File: src/rtl/vin_colormixer_pkg.sv
`timescale 1ns/1ps
// Shared types and constants for the video-input colour mixer.
package vin_colormixer_pkg;

  typedef enum logic [1:0] {
    MODE_MONO = 2'd0,
    MODE_CFA3 = 2'd1,
    MODE_RGBW = 2'd2,
    MODE_RSVD = 2'd3
  } mode_e;

  typedef enum logic [1:0] {
    CH_R = 2'd0,
    CH_G = 2'd1,
    CH_B = 2'd2
  } ch_e;

  typedef struct packed {
    logic [7:0] r;
    logic [7:0] g;
    logic [7:0] b;
  } rgb_t;

  localparam logic [7:0] LUMA_R = 8'd77;
  localparam logic [7:0] LUMA_G = 8'd150;
  localparam logic [7:0] LUMA_B = 8'd29;

  // Row-major 4x4 ordered-dither thresholds, index = {row[1:0], col[1:0]}.
  localparam logic [3:0] BAYER4 [16] = '{
    4'd0,  4'd8,  4'd2,  4'd10,
    4'd12, 4'd4,  4'd14, 4'd6,
    4'd3,  4'd11, 4'd1,  4'd9,
    4'd15, 4'd7,  4'd13, 4'd5
  };

  function automatic logic [1:0] mod3(input logic [2:0] v);
    case (v)
      3'd0, 3'd3, 3'd6: return 2'd0;
      3'd1, 3'd4, 3'd7: return 2'd1;
      default:          return 2'd2;
    endcase
  endfunction

endpackage

File: src/rtl/vin_colormixer_mc_pixel_sel.sv
`timescale 1ns/1ps
// Per-pixel combinational selector: luma (MONO), CFA3 channel pick, or RGBW R/G/W/B pick.
module cm_pixel_sel
  import vin_colormixer_pkg::*;
#(
  parameter int unsigned K        = 0,
  parameter logic [5:0]  CFA3_SEQ = 6'b10_01_00
) (
  input  mode_e      mode,
  input  logic [1:0] x_base,
  input  logic       y_odd,
  input  rgb_t       pix,
  output logic [7:0] sel_c
);
  logic [15:0] luma_sum;
  logic [7:0]  luma;
  logic [7:0]  w_min;
  logic [1:0]  cfa_p;
  logic [1:0]  ch;
  logic        rgbw_q;
  logic [7:0]  cfa_val;
  logic [7:0]  rgbw_val;

  always_comb begin
    luma_sum = 16'(pix.r) * 16'(LUMA_R) + 16'(pix.g) * 16'(LUMA_G) + 16'(pix.b) * 16'(LUMA_B);
    luma     = 8'(luma_sum >> 8);

    w_min = (pix.r < pix.g) ? pix.r : pix.g;
    if (pix.b < w_min) w_min = pix.b;

    cfa_p = mod3(3'(x_base) + 3'(K));
    ch    = CFA3_SEQ[{cfa_p, 1'b0} +: 2];
    case (ch_e'(ch))
      CH_R:    cfa_val = pix.r;
      CH_G:    cfa_val = pix.g;
      default: cfa_val = pix.b;
    endcase

    // Even rows carry R/G, odd rows carry W/B.
    rgbw_q = x_base[0] ^ 1'(K);
    case ({y_odd, rgbw_q})
      2'b00:   rgbw_val = pix.r;
      2'b01:   rgbw_val = pix.g;
      2'b10:   rgbw_val = w_min;
      default: rgbw_val = pix.b;
    endcase

    case (mode)
      MODE_CFA3: sel_c = cfa_val;
      MODE_RGBW: sel_c = rgbw_val;
      default:   sel_c = luma;
    endcase
  end

endmodule

File: src/rtl/vin_colormixer_mc.sv
`timescale 1ns/1ps
// Video-input colour mixer: PPC RGB888 pixels/clk -> PPC MONO/CFA3/RGBW samples, 2-cycle latency.
// Define VIN_COLORMIXER_DITHER_EN to add 4x4 ordered dither before depth reduction.
module vin_colormixer_mc
  import vin_colormixer_pkg::*;
#(
  parameter int unsigned PPC      = 2,
  parameter int unsigned OUT_BPP  = 8,
  parameter logic [5:0]  CFA3_SEQ = 6'b10_01_00
) (
  input  logic                   clk,
  input  logic                   rstn,
  input  logic [1:0]             cfg_mode,
  input  logic                   in_vsync,
  input  logic                   in_hsync,
  input  logic [PPC*24-1:0]      in_color,
  input  logic                   in_valid,
  output logic [PPC*OUT_BPP-1:0] out_color,
  output logic                   out_valid,
  output logic [1:0]             out_mode
);
  localparam int unsigned SHIFT = 8 - OUT_BPP;
  localparam int unsigned OW    = PPC * OUT_BPP;

  logic                vsync_q, vsync_d, hsync_q, hsync_d;
  mode_e               mode_q, mode_d;
  logic [1:0]          y_phase_q, y_phase_d, x_base_q, x_base_d;
  logic                line_active_q, line_active_d;
  logic                vs_rise, hs_rise, is_cfa3;
  logic [1:0]          y_inc, x_step;
  logic [PPC-1:0][7:0] sel_c, s1_pix_q, s1_pix_d;
  logic                s1_valid_q, s1_valid_d;
  logic [OW-1:0]       out_color_q, out_color_d;
  logic                out_valid_q, out_valid_d;
  logic [7:0]          sat;
`ifdef VIN_COLORMIXER_DITHER_EN
  logic [1:0]          row_q, row_d, col_q, col_d;
  logic [1:0]          s1_row_q, s1_row_d, s1_col_q, s1_col_d;
  logic [1:0]          pcol;
  logic [7:0]          thr;
  logic [8:0]          dsum;
`endif

  for (genvar k = 0; k < PPC; k++) begin : g_pix
    cm_pixel_sel #(
      .K       (k),
      .CFA3_SEQ(CFA3_SEQ)
    ) u_sel (
      .mode  (mode_q),
      .x_base(x_base_q),
      .y_odd (y_phase_q[0]),
      .pix   (in_color[(PPC-1-k)*24 +: 24]),
      .sel_c (sel_c[k])
    );
  end

  // Frame/line phase tracking; a sync edge takes priority over a coincident beat.
  always_comb begin
    vs_rise = in_vsync & ~vsync_q;
    hs_rise = in_hsync & ~hsync_q & ~vs_rise;
    is_cfa3 = (mode_q == MODE_CFA3);
    if (is_cfa3) y_inc = (y_phase_q == 2'd2) ? 2'd0 : y_phase_q + 2'd1;
    else         y_inc = {1'b0, ~y_phase_q[0]};
    x_step = is_cfa3 ? mod3(3'(x_base_q) + 3'(PPC)) : {1'b0, x_base_q[0] ^ 1'(PPC)};

    vsync_d       = in_vsync;
    hsync_d       = in_hsync;
    mode_d        = mode_q;
    y_phase_d     = y_phase_q;
    x_base_d      = x_base_q;
    line_active_d = line_active_q;
`ifdef VIN_COLORMIXER_DITHER_EN
    row_d = row_q;
    col_d = col_q;
`endif
    if (vs_rise) begin
      mode_d        = mode_e'(cfg_mode);
      y_phase_d     = 2'd0;
      x_base_d      = 2'd0;
      line_active_d = 1'b0;
`ifdef VIN_COLORMIXER_DITHER_EN
      row_d = 2'd0;
      col_d = 2'd0;
`endif
    end else if (hs_rise && line_active_q) begin
      y_phase_d     = y_inc;
      x_base_d      = is_cfa3 ? y_inc : 2'd0;
      line_active_d = 1'b0;
`ifdef VIN_COLORMIXER_DITHER_EN
      row_d = row_q + 2'd1;
      col_d = 2'd0;
`endif
    end else if (in_valid) begin
      line_active_d = 1'b1;
      x_base_d      = x_step;
`ifdef VIN_COLORMIXER_DITHER_EN
      col_d = col_q + 2'(PPC);
`endif
    end
  end

  // Stage 1 captures selected samples; stage 2 reduces to OUT_BPP and holds when idle.
  always_comb begin
    s1_valid_d  = in_valid;
    s1_pix_d    = in_valid ? sel_c : s1_pix_q;
    out_valid_d = s1_valid_q;
    out_color_d = out_color_q;
    sat         = 8'd0;
`ifdef VIN_COLORMIXER_DITHER_EN
    s1_row_d = in_valid ? row_q : s1_row_q;
    s1_col_d = in_valid ? col_q : s1_col_q;
    pcol     = 2'd0;
    thr      = 8'd0;
    dsum     = 9'd0;
`endif
    if (s1_valid_q) begin
      for (int k = 0; k < int'(PPC); k++) begin
`ifdef VIN_COLORMIXER_DITHER_EN
        pcol = s1_col_q + 2'(k);
        thr  = 8'(BAYER4[{s1_row_q, pcol}]) >> (OUT_BPP - 4);
        dsum = 9'(s1_pix_q[k]) + 9'(thr);
        sat  = dsum[8] ? 8'hFF : dsum[7:0];
`else
        sat  = s1_pix_q[k];
`endif
        out_color_d[(PPC-1-k)*OUT_BPP +: OUT_BPP] = OUT_BPP'(sat >> SHIFT);
      end
    end
  end

  always_ff @(posedge clk or negedge rstn) begin
    if (!rstn) begin
      vsync_q       <= 1'b0;
      hsync_q       <= 1'b0;
      mode_q        <= MODE_MONO;
      y_phase_q     <= 2'd0;
      x_base_q      <= 2'd0;
      line_active_q <= 1'b0;
      s1_pix_q      <= '0;
      s1_valid_q    <= 1'b0;
      out_color_q   <= '0;
      out_valid_q   <= 1'b0;
`ifdef VIN_COLORMIXER_DITHER_EN
      row_q    <= 2'd0;
      col_q    <= 2'd0;
      s1_row_q <= 2'd0;
      s1_col_q <= 2'd0;
`endif
    end else begin
      vsync_q       <= vsync_d;
      hsync_q       <= hsync_d;
      mode_q        <= mode_d;
      y_phase_q     <= y_phase_d;
      x_base_q      <= x_base_d;
      line_active_q <= line_active_d;
      s1_pix_q      <= s1_pix_d;
      s1_valid_q    <= s1_valid_d;
      out_color_q   <= out_color_d;
      out_valid_q   <= out_valid_d;
`ifdef VIN_COLORMIXER_DITHER_EN
      row_q    <= row_d;
      col_q    <= col_d;
      s1_row_q <= s1_row_d;
      s1_col_q <= s1_col_d;
`endif
    end
  end

  assign out_color = out_color_q;
  assign out_valid = out_valid_q;
  assign out_mode  = mode_q;

endmodule

File: config.mk
export PLATFORM = sky130hd
export DESIGN_NAME = vin_colormixer_mc
export DESIGN_NICKNAME = d
export VERILOG_FILES = /design/src/rtl/vin_colormixer_pkg.sv /design/src/rtl/vin_colormixer_mc_pixel_sel.sv /design/src/rtl/vin_colormixer_mc.sv
export SDC_FILE = /design/constraint.sdc
export NUM_CORES = 1
export LEC_CHECK = 0
export CAP_MARGIN = 20
export CORE_ASPECT_RATIO = 1.5
export CORE_MARGIN = 2
export CORE_UTILIZATION = 45
export CTS_BUF_LIST = sky130_fd_sc_hd__clkbuf_4
export DETAILED_ROUTE_END_ITERATION = 6
export MAX_ROUTING_LAYER = met4
export PLACE_DENSITY = 0.73
export SYNTH_ARGS = -nofsm -noshare
export SYNTH_HDL_FRONTEND = slang
export SYNTH_SLANG_ARGS = --single-unit
export TNS_END_PERCENT = 5
File: constraint.sdc
create_clock -name clk -period 2.45 [get_ports clk]
set_input_delay 0.245 -clock clk [delete_from_list [all_inputs] [get_ports clk]]
set_output_delay 0.245 -clock clk [all_outputs]
set_load 0.005 [all_outputs]
# ---- Yosys cells after proc, flatten, opt, wreduce, memory -nomap -nowiden
# Index checks and enable logic that the tools add are counted.
dict set report classes {
  add_sub_neg 7
  mul 6
  div_mod_pow 0
  magnitude_cmp 4
  eq_ne 21
  n_shift 2
  mux 25
  bitwise_logic 8
  n_reduce_logical 17
}
# operator n
set ops {}
lappend ops {{one-hot mux 8 bit (2 select lines)} 4}
lappend ops {{multiplier 8 x 7 -> 15 bit, second input constant} 4}
lappend ops {{one-hot mux 8 bit (3 select lines)} 2}
lappend ops {{adder 15 x 16 -> 16 bit} 2}
lappend ops {{adder 16 x 13 -> 16 bit} 2}
lappend ops {{< comparator 8 bit} 4}
lappend ops {{2-to-1 mux 8 bit} 4}
lappend ops {{multiplier 8 x 5 -> 13 bit, second input constant} 2}
lappend ops {{== test 3 bit, second input constant} 6}
lappend ops {{2-to-1 mux 2 bit} 9}
lappend ops {{== test 2 x 1 -> 1 bit, second input constant} 6}
lappend ops {{one-hot mux 2 bit (2 select lines)} 3}
lappend ops {{OR reduction 3 bit} 4}
lappend ops {{indexed part select 6 x 4 -> 2 bit, first input constant} 2}
lappend ops {{== test 2 bit, second input constant} 5}
lappend ops {{logical NOT 3 bit} 3}
lappend ops {{logical NOT 2 bit} 4}
lappend ops {{== test 3 x 1 -> 1 bit, second input constant} 2}
lappend ops {{== test 3 x 2 -> 1 bit, second input constant} 2}
lappend ops {{nonzero test 3 bit} 2}
lappend ops {{inverter 1 bit} 5}
lappend ops {{adder 2 x 1 -> 3 bit, second input constant} 1}
lappend ops {{adder 2 x 2 -> 3 bit, second input constant} 1}
lappend ops {{bitwise AND 1 bit} 3}
lappend ops {{6 further kinds} 8}
dict set report totals {
  register_bits 43
  latchBits 0
  ram_bits 0
  rom_bits 0
  inputBits 55
  output_inout_bits 19
  elab_cells 102
  memories 0
}

# ---- Longest topological paths before layout
dict set report depth {
  depth_word 8
  mapped_depth 27
  ltp_nobuf 27
}

# ---- Cells and area by module
# A second synthesis with hierarchy kept.
dict set report unflattened {
  cells_unflattened 1022
  hier_area_um2 9979.6
}
# module n_inst cells_per_inst area_each_um2 seq_area_each_um2
set by_module_without_submodules {}
lappend by_module_without_submodules {{cm_pixel_sel (g_pix[0].u_sel)} 1 480 4250.3 0.0}
lappend by_module_without_submodules {{cm_pixel_sel (g_pix[1].u_sel)} 1 437 4066.4 0.0}
lappend by_module_without_submodules {vin_colormixer_mc 1 105 1662.8 1076.0}

# ---- Worst setup path after synthesis
# Ideal clock, no wire load.
dict set report synth_path {
  kind {input port to flip-flop}
  startpoint {input port in_color[11]}
  endpoint {register s1_pix_q[15] (netlist name)}
  setup_ps 123
  arrival_time_ps 6081
  required_time_ps 2327
  path_slack_ps -3754
  stages 25
  path_buffers 0
  cell_sequence {ha_1 -> ha_1 -> ha_1 -> inv_1 -> fa_1 -> inv_1 -> ha_1 -> o21ai_0 -> and2_1 -> xnor2_1 -> fa_1 -> fa_1 -> inv_1 -> fa_1 -> fa_1 -> inv_1 -> ha_1 -> nand2_1 -> a21oi_1 -> a221oi_1 -> a21oi_1 -> a211o_1 -> a31oi_1 -> xnor2_1 -> o221a_2}
}
dict set report synth_via {
  elab_chain_cells 6
  word_cells_on_any_way 9
  cone_classes {add/sub: 2; mul: 1; order compare: 2; mux: 4}
}
# element line
set synth_rtl {}
lappend synth_rtl {{start: declaration} vin_colormixer_mc.sv:16} ;# input logic [PPC*24-1:0] in_color,
lappend synth_rtl {{parallel branches: the longest is 5 deep, another holds adder 15 x 16 -> 16 bit} -}
lappend synth_rtl {{one-hot mux 8 bit (2 select lines) *} vin_colormixer_mc_pixel_sel.sv:48} ;# case (mode)
lappend synth_rtl {{end signal: assignment} vin_colormixer_mc.sv:156} ;# s1_pix_q <= s1_pix_d;
lappend synth_rtl {{end: declaration} vin_colormixer_mc.sv:31} ;# logic [PPC-1:0][7:0] sel_c, s1_pix_q, s1_pix_d;
# Mark *: on every way between the ends.
# A chain may end at the register's enable or synchronous reset.

# ---- Final worst setup path
dict set report layout_path {
  startpoint {input port in_color[34]}
  endpoint {register s1_pix_q[6] (netlist name)}
}
# Same word-level chain as after synthesis.

==> results.toml <==
[run_status]
status = "complete, but fails checks"
violations = "negative hold slack, negative setup slack"

[sta]
slew_viol_final = 0
layout_setup_ws_ns = -3.32
tightest_slew_ns = 0.919
skew_ns = 0.0220
period_needed_ns = 5.77
maxSlewHeadroom = 0.388
hold_violations = 15
fmax_mhz = 173
rsz0062_at_grt = "yes"
period_share = 2.35
finalSetupViolations = 16
whs_ns = -0.0204

[power_and_ir_drop]
p_clk_frac = 0.017
power_frac_seq = 0.057
powerDensity_nw_per_um2 = 1660
p_sw_frac = 0.465
intPower_mw = 11.4
combPwrFrac = 0.926
switchingPower_mw = 9.97
leakage_nw = 6.41
ir_worst_vdd_mv = 1.43

[finish]
synthToLayoutAreaGrowth_pct = 32.2
most-common-layout-cells = "buf_4, inv_1, ha_1"
fin_util = 0.601
antenna_cells_inserted = 0
drive_above_1_share = 0.272
final_common_cell = "buf_4"
final_nets = 1673

[placed_design]
dp_slack_ns = -4.29
gp_congestion = 0.943
hpwl_um = 23900
io_buffers = 73

[worst_setup_path]
endpoint_kind = "register"
r2r_cells = 8
crit_required_ns = 2.71
arrival_ns = 6.02
critPathKind = "in2reg"
r2r_slack_ns = 0.21
cp-start-kind = "primary input"
path_max_fanout = 4

[clocking]
cts_buffers = 5
clock-sinks = 43
clockBufferDepth = 2
cts.htree.levels = 2
cts_tree = "built"
cts-root-buf = "clkbuf_4"
insertion_delay_ns = 0.37
clkTransAtPathRegs_ns = 0.15

[route]
met2_wirelength_um = 16900
met1Wirelength_um = 9590
vias = 8837
postRouteAntennaNets = 0
viasPerCell = 5.60
top_layer_used = "met4"
dr.pass1.iters = 5
route.detailed.drc = 0
wl_per_cell_um = 18.8
drtIter0Drc = 444
dr_wl_met3_um = 1020
drt-total-wl_um = 29600

[global_route]
grt_pass1_wl_um = 48100
grt_usage = 0.270
antenna_found_initial = 0
overflow = 0
grt_pass1_vias = 10000
grt_max_degree = 44

[min_path]
holdCritPathClass = "in2async"

[synthesis]
synth_ff_type = "dfrtp_1"
synth_warnings = 0
syn_inst = 1052
synth_cell_types = 63
postSynthAreaPerCell_um2 = 9.29
synth.area.top_cells = "ha_1, fa_1, dfrtp_1"
ys_ff_latch = 43
seq_area_frac_synth = 0.110
synth_area_um2 = 9770
async_reset_ff_frac = 1.00
synthesis.nets = 1419
synth_top_area_share = 0.259
yosysTopAreaCell = "ha_1"
synth_edf_count = 0

[floorplanning]
io_pins = 74
coreArea_um2 = 21500
initial_core_util = 0.455
die-width_um = 124
die_area_um2 = 22900
num_rows = 66
die_height_um = 184

[job]
maxCapViolCount = 0
synth_stat cells, types with 10 or more instances:
cell type / instances
a21oi_1: 66
o21ai_0: 39
fa_1: 110
mux2i_1: 29
a21o_1: 12
inv_1: 198
ha_1: 202
a221oi_1: 12
nor2b_1: 15
nand3_1: 14
xor2_1: 10
xnor2_1: 22
nor3_1: 20
clkbuf_1: 21
nand2_1: 46
a211oi_1: 12
mux2_2: 20
nor2_1: 42
dfrtp_1: 43
metrics by stage:
step	cell area [um^2]	std cells	total power, mW	hold slack [ns]	setup TNS, ns
2_1_floorplan	9950	1052	12.3	-0.0506	-48.74
3_3_place_gp	12300	1560	17.6	0.431	-62.77
3_5_place_dp	12300	1560	18.2	0.430	-64.26
4_1_cts	12800	1577	20.5	0.0178	-48.45
5_1_grt	12900	1579	23.5	0.0311	-52.65
6_report	12900	1579	21.4	-0.0204	-49.73
registers in the layout, summed over array words and instances, names as in the netlist:
| signal | flops |
|---|---|
| out_valid | 1 |
| line_active_q | 1 |
| x_base_q | 2 |
| out_color | 16 |
| y_phase_q | 2 |
| s1_pix_q | 16 |
| vsync_q | 1 |
| out_valid_d | 1 |
| out_mode | 2 |
| hsync_q | 1 |
final timing paths:
path / endpoint / from
hold / removal: out_color[11] / rstn
min in group clk: vsync_q / in_vsync
setup / recovery: s1_pix_q[6] / in_color[34]
hold reg to reg: out_color[10] / out_color[10]
setup reg to reg: s1_pix_q[1] / x_base_q[0]
max in group asynchronous: out_color[3] / rstn
critical path, stage by stage:
cell,delay (ns)
buf_2,0.15
buf_4,0.14
buf_4,0.15
ha_1,0.28
ha_1,0.23
fa_1,0.45
a211oi_1,0.54
nor2_4,0.10
o21ai_1,0.17
nor2b_2,0.17
xnor2_1,0.13
ha_1,0.28
fa_1,0.50
inv_2,0.04
fa_1,0.43
fa_1,0.52
inv_1,0.04
ha_1,0.22
buf_4,0.14
nor3_1,0.12
nor2_1,0.11
a31o_2,0.26
a21oi_2,0.16
xnor2_1,0.09
a221oi_2,0.26
a21oi_1,0.09
power by group through the flow:
| stage | Combinational [mW] | Sequential [mW] | Clock, mW |
|---|---|---|---|
| 2_1_floorplan | 11.1 | 1.16 | 0 |
| 3_3_place_gp | 16.4 | 1.23 | 0 |
| 3_5_place_dp | 17.0 | 1.23 | 0 |
| 4_1_cts | 18.9 | 1.22 | 0.363 |
| 5_1_grt | 21.9 | 1.25 | 0.399 |
| 6_report | 19.8 | 1.22 | 0.366 |
cells by family after synthesis:
group,synth area share
buffers and inverters,0.0899
AOI/OAI and AO/OA,0.144
muxes,0.0543
xor gates and xnor gates,0.0287
and+or+nand+nor,0.0892
DFF,0.110
adders and majority gates,0.484
area by class of cell:
class,count,area (um^2)
sequential,43,1080
multi-input combinational,785,8470
tap,272,340
fill,1720,8560
inverter,198,743
clock inverter,3,23.8
timing repair buffer,273,2220
clock buffer,5,37.5
per-layer routing:
| metal | vias up | global-route usage |
|---|---|---|
| met5 | - | - |
| met4 | 0 | 0.158 |
| met3 | 146 | 0.0180 |
| met2 | 293 | 0.539 |
| met1 | 4292 | 0.249 |
| li1 | 4106 | - |
what timing repair did:
action,in CTS,in global routing
buffers inserted,9,2
pin swaps,89,24
endpoints found under the hold margin,0,0
gates resized for setup,134,14
hold buffers,0,0
setup endpoints to repair,16,16
Note: power is estimated with default switching activity, not from simulation.
